### src/rtl/dmem_arb_pkg.sv
// Shared types and constants for the two-port data-memory arbiter.
package dmem_arb_pkg;

    localparam int unsigned PORT_CORE = 0;
    localparam int unsigned PORT_DMA  = 1;

    typedef enum logic {S_NORMAL, S_FORCE} arb_state_t;

    typedef struct packed {
        logic        we;
        logic [31:0] addr;
        logic [31:0] wdata;
    } mem_req_t;

    // Misaligned byte address or word index outside the memory.
    function automatic logic addr_err(input logic [31:0] addr, input int unsigned depth);
        return (addr[1:0] != 2'b00) || ({2'b00, addr[31:2]} >= depth);
    endfunction

endpackage

### src/rtl/dmem_arbiter_grant.sv
// Two-way combinational grant: the port selected by prio wins when both are valid.
module arb_grant2 (
    input  logic       enable,
    input  logic [1:0] valid,
    input  logic       prio,
    output logic [1:0] grant
);

    always_comb begin
        grant = 2'b00;
        if (enable) begin
            if (valid[prio]) begin
                grant[prio] = 1'b1;
            end else if (valid[~prio]) begin
                grant[~prio] = 1'b1;
            end
        end
    end

endmodule

### src/rtl/dmem_arbiter.sv
// Arbiter between the pipeline MEM stage (port 0) and the DMA loader (port 1) for one
// single-port data memory; one access per cycle, registered one-cycle responses.
module dmem_arbiter
    import dmem_arb_pkg::*;
#(
    parameter int unsigned DEPTH      = 64,
    parameter int unsigned STARVE_MAX = 4,
    parameter int unsigned RR_MODE    = 0
) (
    input  logic        clk,
    input  logic        reset,
    input  logic [1:0]  req_valid,
    input  logic [1:0]  req_we,
    input  logic [31:0] req_addr0,
    input  logic [31:0] req_addr1,
    input  logic [31:0] req_wdata0,
    input  logic [31:0] req_wdata1,
    output logic [1:0]  req_ready,
    output logic [1:0]  rsp_valid,
    output logic [1:0]  rsp_err,
    output logic [31:0] rsp_rdata,
    output logic        mem_we,
    output logic [31:0] mem_a,
    output logic [31:0] mem_wd,
    input  logic [31:0] mem_rd
);

    localparam int unsigned CW = $clog2(STARVE_MAX + 1);

    arb_state_t    state_q, state_d;
    logic [CW-1:0] starve_cnt_q, starve_cnt_d;
    logic          rr_ptr_q, rr_ptr_d;
    logic          prio;
    logic [1:0]    grant;
    logic          any_grant;
    logic          err;
    mem_req_t      sel;

    arb_grant2 u_grant (
        .enable (~reset),
        .valid  (req_valid),
        .prio   (prio),
        .grant  (grant)
    );

    always_ff @(posedge clk or posedge reset) begin
        if (reset) begin
            state_q      <= S_NORMAL;
            starve_cnt_q <= '0;
            rr_ptr_q     <= 1'b0;
        end else begin
            state_q      <= state_d;
            starve_cnt_q <= starve_cnt_d;
            rr_ptr_q     <= rr_ptr_d;
        end
    end

    always_comb begin
        state_d      = state_q;
        starve_cnt_d = starve_cnt_q;
        rr_ptr_d     = rr_ptr_q;
        if (RR_MODE != 0) begin
            if (grant[rr_ptr_q]) begin
                rr_ptr_d = ~rr_ptr_q;
            end
        end else begin
            if (req_valid[PORT_DMA] && !grant[PORT_DMA]) begin
                if (starve_cnt_q != CW'(STARVE_MAX)) begin
                    starve_cnt_d = starve_cnt_q + CW'(1);
                end
            end else begin
                starve_cnt_d = '0;
            end
            unique case (state_q)
                S_NORMAL: begin
                    if (req_valid[PORT_DMA] && !grant[PORT_DMA] &&
                        starve_cnt_q == CW'(STARVE_MAX - 1)) begin
                        state_d = S_FORCE;
                    end
                end
                S_FORCE: begin
                    if (grant[PORT_DMA] || !req_valid[PORT_DMA]) begin
                        state_d = S_NORMAL;
                    end
                end
                default: state_d = S_NORMAL;
            endcase
        end
    end

    always_comb begin
        if (RR_MODE != 0) begin
            prio = rr_ptr_q;
        end else begin
            prio = (state_q == S_FORCE);
        end
    end

    // Granted request drives the memory; idle cycles present an all-zero port.
    always_comb begin
        sel = '0;
        if (grant[PORT_DMA]) begin
            sel = {req_we[PORT_DMA], req_addr1, req_wdata1};
        end else if (grant[PORT_CORE]) begin
            sel = {req_we[PORT_CORE], req_addr0, req_wdata0};
        end
    end

    assign any_grant = |grant;
    assign err       = any_grant && addr_err(sel.addr, DEPTH);
    assign req_ready = grant;
    assign mem_we    = any_grant && sel.we && !err;
    assign mem_a     = sel.addr;
    assign mem_wd    = sel.wdata;

    always_ff @(posedge clk or posedge reset) begin
        if (reset) begin
            rsp_valid <= 2'b00;
            rsp_err   <= 2'b00;
            rsp_rdata <= '0;
        end else begin
            rsp_valid <= grant;
            rsp_err   <= err ? grant : 2'b00;
            if (any_grant) begin
                rsp_rdata <= (!sel.we && !err) ? mem_rd : '0;
            end
        end
    end

endmodule

### config.mk
export PLATFORM = sky130hd
export DESIGN_NAME = dmem_arbiter
export DESIGN_NICKNAME = d
export VERILOG_FILES = /design/src/rtl/dmem_arb_pkg.sv /design/src/rtl/dmem_arbiter_grant.sv /design/src/rtl/dmem_arbiter.sv
export SDC_FILE = /design/constraint.sdc
export NUM_CORES = 1
export LEC_CHECK = 0
export ABC_AREA = 0
export BUFFER_PORTS_ARGS = -buffer_cell sky130_fd_sc_hd__buf_4
export CAP_MARGIN = 20
export CELL_PAD_IN_SITES_DETAIL_PLACEMENT = 1
export CELL_PAD_IN_SITES_GLOBAL_PLACEMENT = 1
export CORE_MARGIN = 1
export CORE_UTILIZATION = 27
export DETAILED_ROUTE_END_ITERATION = 10
export PLACE_DENSITY = 0.95
export SLEW_MARGIN = 20
export SYNTH_ARGS = -nofsm -noshare
export SYNTH_HDL_FRONTEND = slang
export SYNTH_SLANG_ARGS = --single-unit
### constraint.sdc
create_clock -name clk -period 7.7 [get_ports clk]
set_input_delay 1.155 -clock clk [delete_from_list [all_inputs] [get_ports clk]]
set_output_delay 1.155 -clock clk [all_outputs]
set_load 0.01 [all_outputs]
After elaboration in Yosys (flattened, before gate mapping). Index checks and enable logic that the tools add are counted.

$add $sub $neg: 1. Multipliers: 0. Div/mod/pow operators: 0. Magnitude comparators: 5. Equal/unequal tests: 3. Shifts and indexed selects: 0. Multiplexer cells: 20. Bitwise gates (word level): 1. Reductions and logical operators: 16.

Operator list (count): two-way mux 65 bit (2); two-way mux 32 bit (1); >= comparator 30 x 7 -> 1 bit (second input constant) (1); logical AND 1 bit (8); two-way mux 1 bit (8); two-way mux 2 bit (4); two-way mux 3 bit (2); zero test 1 bit (4); < comparator 1 x 2 -> 1 bit (second input constant) (2); adder 3 x 1 -> 3 bit (second input constant) (1); == test 3 x 2 -> 1 bit (second input constant) (1); != test 3 bit (second input constant) (1); demux 1 bit (select 1 bit) (2); >= comparator 1 bit (second input constant) (2); logical OR 1 bit (2); != test 2 bit (second input constant) (1); case mux 1 bit (2 select lines) (1); nonzero test 2 bit (1); OR reduction 2 bit (1); NOT 1 bit (1).

Bits in registers: 40. Latch bits: 0. Bits in writable memories: 0. Bits in read-only memories: 0. Output and inout port bits: 103. Memories: 0.

Depth between registers and ports, before layout. Gate-level depths: netlist (run 1).

Word-level depth: 16. Gate-level depth with buffers: 10. Depth with buffers taken out: 6.

Hierarchy. Synthesis (run 1) repeated with hierarchy kept, for this count alone.

Cell total of the unflattened synthesis: 287. Area total of the unflattened synthesis: 2972.9 um2.

Modules (own cells, without submodules): dmem_arbiter (times used 1, cells an instance 282, area each 2951.6 um2, seq. area each 1001.0 um2); arb_grant2 (times used 1, cells an instance 5, area each 21.3 um2, seq. area each 0.0 um2).

Worst setup path before layout (run 1). Ideal clock, no wire load.

Path type: input to output. Start point: input port reset. End point: output port mem_we. Arrival time: 3359 ps. Required time: 6545 ps. Slack: 3186 ps. Stages: 7. Path buffers: 3. Cells stage by stage: clkbuf_1 > inv_1 > and2_1 > clkbuf_1 > a22oi_1 > clkbuf_1 > nor4_1.

Word-level cells in the longest chain between the ends: 8.

RTL lines: start: declaration (line dmem_arbiter.sv:11) `input logic reset,`; two-way mux 2 bit (*) (line dmem_arbiter_grant.sv:11) `if (enable) begin`; two-way mux 65 bit (line dmem_arbiter.sv:104) `end else if (grant[PORT_CORE]) begin`; two-way mux 65 bit (line dmem_arbiter.sv:102) `if (grant[PORT_DMA]) begin`; >= comparator 30 x 7 -> 1 bit or nonzero test 2 bit (tied branches) (line dmem_arb_pkg.sv:17) `return (addr[1:0] != 2'b00) || ({2'b00, addr[31:2]} >= depth);`; logical OR 1 bit (line dmem_arb_pkg.sv:17); logical AND 1 bit (line dmem_arbiter.sv:110) `assign err = any_grant && addr_err(sel.addr, DEPTH);`; zero test 1 bit (line dmem_arbiter.sv:112) `assign mem_we = any_grant && sel.we && !err;`; logical AND 1 bit (*) (line dmem_arbiter.sv:112); end: declaration (line dmem_arbiter.sv:22) `output logic mem_we,`.

Mark *: on every way between the ends. The rest lies on a longest branch, timed or not.

Worst setup path in the final report (run 1).
Start point: input port req_valid[0]. End point: output port mem_we.

Word-level cells in the longest chain between the ends: 12.

RTL lines: start: declaration (line dmem_arbiter.sv:12) `input logic [1:0] req_valid,`; two-way mux 1 bit (implied by the code) (2 in a row) (line dmem_arbiter_grant.sv:14) `end else if (valid[~prio]) begin`; two-way mux 2 bit (line dmem_arbiter_grant.sv:14); two-way mux 2 bit (*) (line dmem_arbiter_grant.sv:12) `if (valid[prio]) begin`; two-way mux 2 bit (*) (line dmem_arbiter_grant.sv:11); two-way mux 65 bit (line dmem_arbiter.sv:104); two-way mux 65 bit (line dmem_arbiter.sv:102); >= comparator 30 x 7 -> 1 bit or nonzero test 2 bit (tied branches) (line dmem_arb_pkg.sv:17); logical OR 1 bit (line dmem_arb_pkg.sv:17); logical AND 1 bit (line dmem_arbiter.sv:110); zero test 1 bit (line dmem_arbiter.sv:112); logical AND 1 bit (*) (line dmem_arbiter.sv:112).

Mark *: on every way between the ends. The rest lies on a longest branch, timed or not. The select of a mux whose other input is x is not followed.

==> out/summary.txt, run 1 <==
Most frequent cells in the layout - buf_4, dfrtp_1, a22o_1, nand2_1, nand4_1
Largest delay share family, worst path - simple AND/OR/NAND/NOR gates
Vias in the first global route - 3955
Worst Clk Skew - 0.00792 ns
Setup ws final - 1.91 ns
Avg Cell Area, Syn - 9.30 um^2
Setup repair bufs after CTS - 0
Syn nets - 476
Clk_lat worst skew - 0.29 ns
Clk network pwr share - 0.235
Mapped Area - 2860 um^2
Worst-path cell chain - buf_4 -> nand2b_1 -> a32oi_1 -> a21oi_1 -> or4_1 -> or4_2 -> nor4_1 -> buf_4
CP max stage delay - 1.04 ns
Required @ worst endpoint - 6.55 ns
Post-Syn Instances - 307
Resized cells post-CTS - 0
First-pass detailed-route iteration total - 8
Final hold viol count - 0
Crit path buf inv count - 2
Critical path peak fanout - 35
DR vias - 3645
Hpwl dp - 10.8 mm
Fmax - 173 MHz
Synthesis-to-layout area growth - 74.8%
Hold Path Stages - 2
Lkg Pwr - 2.45 nW
Reg2Reg Launch Point - prio$_DFF_PP0_
Critical path endpoint category - output port
Root Driver - clkbuf_8
Total CTS buffers - 5
Largest family of logic cells by synthesized area - compound AO/OA/AOI/OAI gates
Post-synthesis simple-gate area fraction - 0.184
Clock sink total - 40
Final setup violation count - 0
Sequential Area - 1000 um^2
Largest net degree at the start of global routing - 43
XOR/XNOR Fraction of Synth Area - 0.00307
Yosys warns - 0
Tcrit/Tclk final - 0.752
CTS tree - done
GRT Util Overall - 0.245
Critical R2R Capture - rsp_err[0]$_DFF_PP0_
DRC violations left - 2
Final wirelength - 13.8 mm
Num ports - 269
Final Instance Area - 4990 um^2
Reg power frac - 0.366
Grt total ovfl - 0
Die ar. - 11000 um^2
1st-iter DRT viols - 157
Hold Startpoint - rsp_rdata[2]$_DFFE_PP0N_
CP max-delay cell - or4_2
Peak VDD IR - 0.104 mV
Initial Util - 0.278
Die Width - 105 um
#FFs+latches synth - 40
Row cnt - 37
Core box area - 10300 um^2
Via/cell ratio - 5.32
Post-synthesis mux area share - 0
Antenna violations before repair - 0
DP Area - 4900 um^2
Int Power - 0.000393 W
Adder-Cell Fraction of Synth Area - 0.0131
CP most frequent cell - buf_4
Fillcell total - 1244
Sw Pwr - 0.000205 W
Reg clk slew, reported paths - 0.08 ns
Outcome - finished, violations left
Final ANT Viol Nets - 0
Worst Hold Class - reg -> reg
H-Tree Level Count - 2
Max-Slew Margin vs Limit - 0.301
Max clock buf depth - 2
Post-synthesis compound-gate area fraction - 0.362
Largest cells by area after synthesis - dfrtp_1, o31ai_2, a22o_1, a32oi_1, nand4_1
Switching share of power - 0.343
Pre-CTS setup slack - 1.92 ns
PwrDens - 120 nW/um^2
Area leader, netlist - dfrtp_1
Area of the multi-input gates - 1650 um^2
Top cell type's share of synthesized area - 0.351
Layout cell share with drive strength beyond 1 - 0.585
Failing checks - design-rule violations
RSZ-0062 raised after global routing - no
Slew @ Worst Pin - 1.05 ns
Sequential share of the synthesized area - 0.351
Setup crit start kind - primary input
Fin nets - 717
GPL Wtd Cong - 0.982
Comb pwr share - 0.399
First-pass GRT wire length - 21.4 mm
Critical Path AT - 4.63 ns
Ant diodes - 0
Number of max-cap violations - 0
Critical path class - in -> out
Hold Path End - rsp_rdata[2]$_DFFE_PP0N_
Input/output buffers - 268
Most common cell after layout, fill and taps aside - buf_4
Die Y - 105 um
R2R Setup Slk - 3.85 ns
Max Slew Vio Count - 0
Fin crit period - 5.79 ns
FF-to-FF path depth - 6
Synth cell types - 30
Routed wire per std cell - 20.2 um
Post-CTS Hold Buffers - 0
Setup TNS - 0 ns
[synth_stat cells]
cell type  number
nor4_1          3
o21ai_1         1
clkbuf_1       27
buf_12          3
o31a_1          2
nor4_2          1
and2_1          1
a22oi_1         1
xnor2_1         1
inv_1           5
nand2_1        36
buf_8           1
a21oi_1         6
a21boi_2        1
buf_1           5
o31ai_2        30
o21ai_0         1
a32oi_2         1
dfrtp_1        40
nand4_1        32
a22o_1         38
nand2b_1        1
a32oi_1        25
or4_1           3
buf_6           2
ha_1            3
nand3_1         1
buf_2           2
nor2_1         32
o31ai_1         2
[registers in the layout (all words and copies together) (netlist names)]
signal and cells:
rsp_rdata 32, starve_cnt_q 3, rsp_err 2, rsp_valid 2, prio 1
[kinds of logic after synthesis]
logic type      after synthesis
xor+xnor                      1
buf+inv                      45
fa+ha+maj                     3
flops                        40
simple gates                110
compound gates              108
[worst max-delay path by stage]
stage	start	end	slack, ns	cells after the start
floorplan	reset	mem_we	3.19	7
global placement	req_valid[0]	mem_we	2.12	8
detailed placement	req_valid[0]	mem_we	1.92	8
CTS	req_valid[0]	mem_we	1.91	8
global route	req_valid[0]	mem_we	1.63	8
finish	req_valid[0]	mem_we	1.91	8
[power groups by stage]
stage               Sequential [W]  Clock [W]  Combinational (W)
finish                    0.000219   0.000140           0.000238
detailed placement        0.000223          0           0.000239
floorplan                 0.000223          0           0.000111
CTS                       0.000219   0.000142           0.000240
global placement          0.000222          0           0.000230
global route              0.000219   0.000150           0.000257
[metal layers]
metal,global-route usage,up-vias,share of wire
li1,-,1682,-
met1,0.275,1784,0.37
met2,0.452,157,0.53
met3,0.0674,22,0.075
met4,0.0634,0,0.023
met5,0,-,0
[final cells by class]
type,count,area share
timing repair buffer,274,0.413
inverter,5,0.00376
clock inverter,3,0.00376
clock buffer,5,0.0138
tap,136,0.0341
sequential,40,0.201
multi-input combinational,222,0.331
[worst register-to-register path, cell delays in order (launching register included)]
cell,delay [ns]
dfrtp_1,0.43
nand2b_1,0.65
a32oi_1,0.50
a21oi_1,0.11
or4_1,0.54
or4_2,1.04
o31a_1,0.48
[stage by stage]
step                      total power [W]  hold slack (ns)  utilization  std cells
after floorplan                  0.000335            0.500            -        307
after global placement           0.000452            0.463        0.475        676
after global routing             0.000626            0.520        0.486        685
after detailed placement         0.000462            0.482        0.477        677
final                            0.000597            0.495        0.486        685
after CTS                        0.000600            0.500        0.485        685
No activity file was read; power rests on OpenSTA's default activity.
==> run 2: changes to the inputs <==
--- a/config.mk
+++ b/config.mk
@@ -11,9 +11,9 @@
 export CELL_PAD_IN_SITES_DETAIL_PLACEMENT = 1
 export CELL_PAD_IN_SITES_GLOBAL_PLACEMENT = 1
 export CORE_MARGIN = 1
-export CORE_UTILIZATION = 27
+export CORE_UTILIZATION = 25
 export DETAILED_ROUTE_END_ITERATION = 10
-export PLACE_DENSITY = 0.95
+export PLACE_DENSITY = 0.9
 export SLEW_MARGIN = 20
 export SYNTH_ARGS = -nofsm -noshare
 export SYNTH_HDL_FRONTEND = slang
==> constraint.sdc (replaced) <==
create_clock -name clk -period 5.7 [get_ports clk]
set_input_delay 0.855 -clock clk [delete_from_list [all_inputs] [get_ports clk]]
set_output_delay 0.855 -clock clk [all_outputs]
set_load 0.01 [all_outputs]
==> run 2 against run 1 <==
The run now ends clean; sequential power rose by 35%; utilization shrank 2.5 points; critical path depth did not move; sequential cell count unchanged; global-route usage shrank 3.5 points; power up 49%; clock skew down 0.0042 ns; worst hold slack worse by 0.011 ns; via count up 0.66%; first-iteration DRC count increased by 10%.
==> out/summary.txt, run 2 (same netlist as run 1, synthesis figures left out) <==
PwrDens - 175 nW/um^2
Max clock buf depth - 2
Fin nets - 719
Clk_lat worst skew - 0.28 ns
Setup crit start kind - primary input
Core box area - 11000 um^2
Synthesis-to-layout area growth - 77.3%
Setup ws final - 1.10 ns
Hpwl dp - 10.2 mm
Final ANT Viol Nets - 0
RSZ-0062 raised after global routing - no
GPL Wtd Cong - 0.828
Total CTS buffers - 5
Antenna violations before repair - 0
First-pass detailed-route iteration total - 4
Fin crit period - 4.60 ns
Cell count after placement - 683
Fillcell total - 1286
1st-iter DRT viols - 173
Required @ worst endpoint - 4.85 ns
Final wirelength - 13.1 mm
Post-Layout Cell Count - 691
Most common cell after layout, fill and taps aside - buf_4
Row cnt - 38
Clock sink total - 40
Via/cell ratio - 5.31
Post-CTS Hold Buffers - 0
Die Y - 109 um
Ant diodes - 0
Max-Slew Margin vs Limit - 0.307
Routed wire per std cell - 18.9 um
Outcome - complete, no violations
Layout cell share with drive strength beyond 1 - 0.586
Pre-CTS setup slack - 1.13 ns
DRC violations left - 0
DR vias - 3669
Max Slew Vio Count - 0
Vias in the first global route - 3877
Reg clk slew, reported paths - 0.06 ns
Critical path peak fanout - 27
Final setup violation count - 0
Worst Clk Skew - 0.00374 ns
Hold slack - 0.484 ns
Die Width - 109 um
Root Driver - clkbuf_16
Largest register FFs - 32
Number of max-cap violations - 0
Grt total ovfl - 0
Final hold viol count - 0
H-Tree Level Count - 2
Tcrit/Tclk final - 0.807
Critical path class - in -> out
Setup repair bufs after CTS - 0
Largest net degree at the start of global routing - 42
Num ports - 269
First-pass GRT wire length - 19.4 mm
GRT Util Overall - 0.210
Peak VDD IR - 0.102 mV
Biggest regs - rsp_rdata (32), starve_cnt_q (3)
Most frequent cells in the layout - buf_4, dfrtp_1, a22o_1, nand2_1, nand4_1
Initial Util - 0.260
Lkg Pwr - 2.49 nW
Input/output buffers - 268
Worst Hold Class - reg -> reg
Resized cells post-CTS - 0
Slew @ Worst Pin - 1.04 ns
CTS tree - done
Fmax - 217 MHz
Die ar. - 11900 um^2
Critical Path AT - 3.75 ns
Largest Register - rsp_rdata
Critical path endpoint category - output port
Setup TNS - 0 ns
run 2: layout make-up:
type / count / area [um^2] / share of cell area
Timing Repair Buffer: 276 / 2070 / 0.409
Multi-Input combinational cell: 222 / 1650 / 0.326
Sequential cell: 40 / 1000 / 0.198
Tap cell: 140 / 175 / 0.0346
Clock buffer: 5 / 125 / 0.0247
Clock inverter: 3 / 18.8 / 0.00371
Inverter: 5 / 18.8 / 0.00371
run 2: per-stage QoR:
step                 util  total power (W)  cell area [um^2]
global placement    0.447         0.000611              4910
floorplan               -         0.000452              2860
finish              0.461         0.000887              5060
CTS                 0.460         0.000899              5050
detailed placement  0.447         0.000622              4910
global route        0.461         0.000933              5060
run 2: final timing paths:
| check | startpoint | end | slack (ns) | depth (start not counted) |
|---|---|---|---|---|
| setup / recovery | req_valid[0] | mem_we | 1.10 | 8 |
| min in group asynchronous | reset | prio$_DFF_PP0_ | 0.92 | 3 |
| max in group asynchronous | reset | rsp_rdata[25]$_DFFE_PP0N_ | 4.41 | 3 |
| hold / removal | rsp_rdata[28]$_DFFE_PP0N_ | rsp_rdata[28]$_DFFE_PP0N_ | 0.48 | 2 |
| hold reg to reg | rsp_rdata[28]$_DFFE_PP0N_ | rsp_rdata[28]$_DFFE_PP0N_ | 0.48 | 2 |
| setup reg to reg | prio$_DFF_PP0_ | rsp_err[0]$_DFF_PP0_ | 2.06 | 7 |
run 2: report_power, final:
part           switching (W)  internal [W]  total, W
Combinational       0.000166      0.000155  0.000320
Clock               0.000110      0.000161  0.000271
Sequential        0.00000517      0.000291  0.000296
run 2: routing by layer:
metal / part of all wire / vias up / global-route usage
li1: - / 1693 / -
met1: 0.35 / 1791 / 0.220
met2: 0.55 / 164 / 0.405
met3: 0.078 / 21 / 0.0532
met4: 0.020 / 0 / 0.0627
met5: 0 / - / 0
run 2: critical path, cell delays in order:
cell and delay (ns):
buf_4 0.11, nand2b_1 0.53, a32oi_1 0.49, a21oi_1 0.11
or4_1 0.52, or4_2 0.61, nor4_1 0.32, buf_4 0.18
==> run 3: changes to the inputs <==
==> constraint.sdc (replaced) <==
create_clock -name clk -period 4.8 [get_ports clk]
set_input_delay 0.72 -clock clk [delete_from_list [all_inputs] [get_ports clk]]
set_output_delay 0.72 -clock clk [all_outputs]
set_load 0.01 [all_outputs]
==> run 3 against run 2 <==
Cell count rose by 0.14%; global-route usage rose by 0.23 points; largest cell class unchanged; die area did not move; first-iteration DRC count rose by 2.9%; critical path depth did not move; sequential power rose by 19%; highest routed layer unchanged.
==> out/summary.txt, run 3 (same netlist as run 1, synthesis figures left out) <==
Post-Layout Cell Count - 692
Critical Path AT - 3.35 ns
Final ANT Viol Nets - 0
Clock sink total - 40
Max clock buf depth - 2
Hold slack - 0.483 ns
Setup crit start kind - primary input
Tcrit/Tclk final - 0.847
Critical path peak fanout - 31
Fin nets - 720
Clk_lat worst skew - 0.28 ns
Largest Register - rsp_rdata
Final Instance Area - 5100 um^2
Total CTS buffers - 5
Required @ worst endpoint - 4.08 ns
Row cnt - 38
Final setup violation count - 0
PwrDens - 221 nW/um^2
Worst-path cell chain - buf_4 -> a21boi_4 -> a32oi_1 -> a21oi_1 -> or4_1 -> or4_2 -> nor4_1 -> buf_4
Setup TNS - 0 ns
Max Slew Vio Count - 0
Peak VDD IR - 0.253 mV
Reg clk slew, reported paths - 0.06 ns
First-pass detailed-route iteration total - 4
Design Power - 0.00113 W
Hpwl dp - 10.4 mm
Routed wire per std cell - 19.3 um
Fmax - 246 MHz
Grt total ovfl - 0
Final hold viol count - 0
CP max stage delay - 0.59 ns
Layout cell share with drive strength beyond 1 - 0.587
DRC violations left - 0
Resized cells post-CTS - 0
Num ports - 269
Post-CTS Hold Buffers - 0
Critical path endpoint category - output port
CP most frequent cell - buf_4
Final wirelength - 13.4 mm
Critical path class - in -> out
Die Width - 109 um
Largest net degree at the start of global routing - 42
Die ar. - 11900 um^2
DR vias - 3628
Vias in the first global route - 3783
Worst Hold Class - reg -> reg
Die Y - 109 um
Biggest regs - rsp_rdata (32), starve_cnt_q (3)
Ant diodes - 0
CP max-delay cell - or4_2
H-Tree Level Count - 2
Setup repair bufs after CTS - 0
Antenna violations before repair - 0
Max-Slew Margin vs Limit - 0.460
RSZ-0062 raised after global routing - no
Largest register FFs - 32
DP Area - 4920 um^2
Most common cell after layout, fill and taps aside - buf_4
Most frequent cells in the layout - buf_4, dfrtp_1, a22o_1, nand2_1, nand4_1
First-pass GRT wire length - 19.5 mm
Root Driver - clkbuf_16
Via/cell ratio - 5.24
GRT Util Overall - 0.212
Input/output buffers - 268
Fin crit period - 4.07 ns
Initial Util - 0.260
Slew @ Worst Pin - 0.808 ns
Number of max-cap violations - 0
Cell count after placement - 684
CTS tree - done
Core box area - 11000 um^2
Lkg Pwr - 2.50 nW
Synthesis-to-layout area growth - 78.7%
GPL Wtd Cong - 0.808
Outcome - complete, no violations
Worst Clk Skew - 0.00508 ns
1st-iter DRT viols - 178
## run 3: cell types whose count changed in the layout (fill, tap and decap cells not counted)
cell       change
clkbuf_8       +1
bufinv_16      +1
clkinv_2       -2
buf_4          +1
## run 3: critical path: cells and delay by family
kind,cells,cell delay (ns)
buffers and inverters,2,0.51
AOI/OAI and AO/OA,3,0.68
and+or+nand+nor,3,1.44
## run 3: final cells by class
class	count	area, um^2
Clock inverter	2	38.8
Multi-Input combinational cell	222	1650
Clock buffer	6	139
Tap cell	140	175
Timing Repair Buffer	277	2080
Fill cell	1310	5880
Sequential cell	40	1000
Inverter	5	18.8
## run 3: path summary, 6_finish.rpt
path                                            from                   endpoint  slack, ns  depth (start not counted)
min                        rsp_rdata[18]$_DFFE_PP0N_  rsp_rdata[18]$_DFFE_PP0N_       0.48                          2
max                                     req_valid[1]                     mem_we       0.73                          8
min reg2reg                rsp_rdata[18]$_DFFE_PP0N_  rsp_rdata[18]$_DFFE_PP0N_       0.48                          2
min in group asynchronous                      reset             prio$_DFF_PP0_       0.77                          3
max reg2reg                           prio$_DFF_PP0_       rsp_err[0]$_DFF_PP0_       1.52                          8
max in group asynchronous                      reset  rsp_rdata[23]$_DFFE_PP0N_       3.64                          3
## run 3: routing by layer
| layer | up-vias | track usage | routed length [um] |
|---|---|---|---|
| li1 | 1683 | - | - |
| met1 | 1762 | 0.222 | 4870 |
| met2 | 160 | 0.410 | 7190 |
| met3 | 23 | 0.0544 | 982 |
| met4 | 0 | 0.0637 | 306 |
| met5 | - | 0 | 0 |
## run 3: stage by stage
stage / utilization / worst slack [ns]
2_1_floorplan: - / 1.16
3_3_place_gp: 0.447 / 0.771
3_5_place_dp: 0.448 / 0.637
4_1_cts: 0.464 / 0.637
5_1_grt: 0.465 / 0.633
6_report: 0.465 / 0.734
## run 3: where the power goes
group	total (W)	internal, W	switching [W]	leakage (nW)
combinational	0.000385	0.000185	0.000200	1.86
sequential	0.000352	0.000345	0.00000622	0.553
clock	0.000390	0.000260	0.000130	0.0871
total	0.00113	0.000791	0.000337	2.50
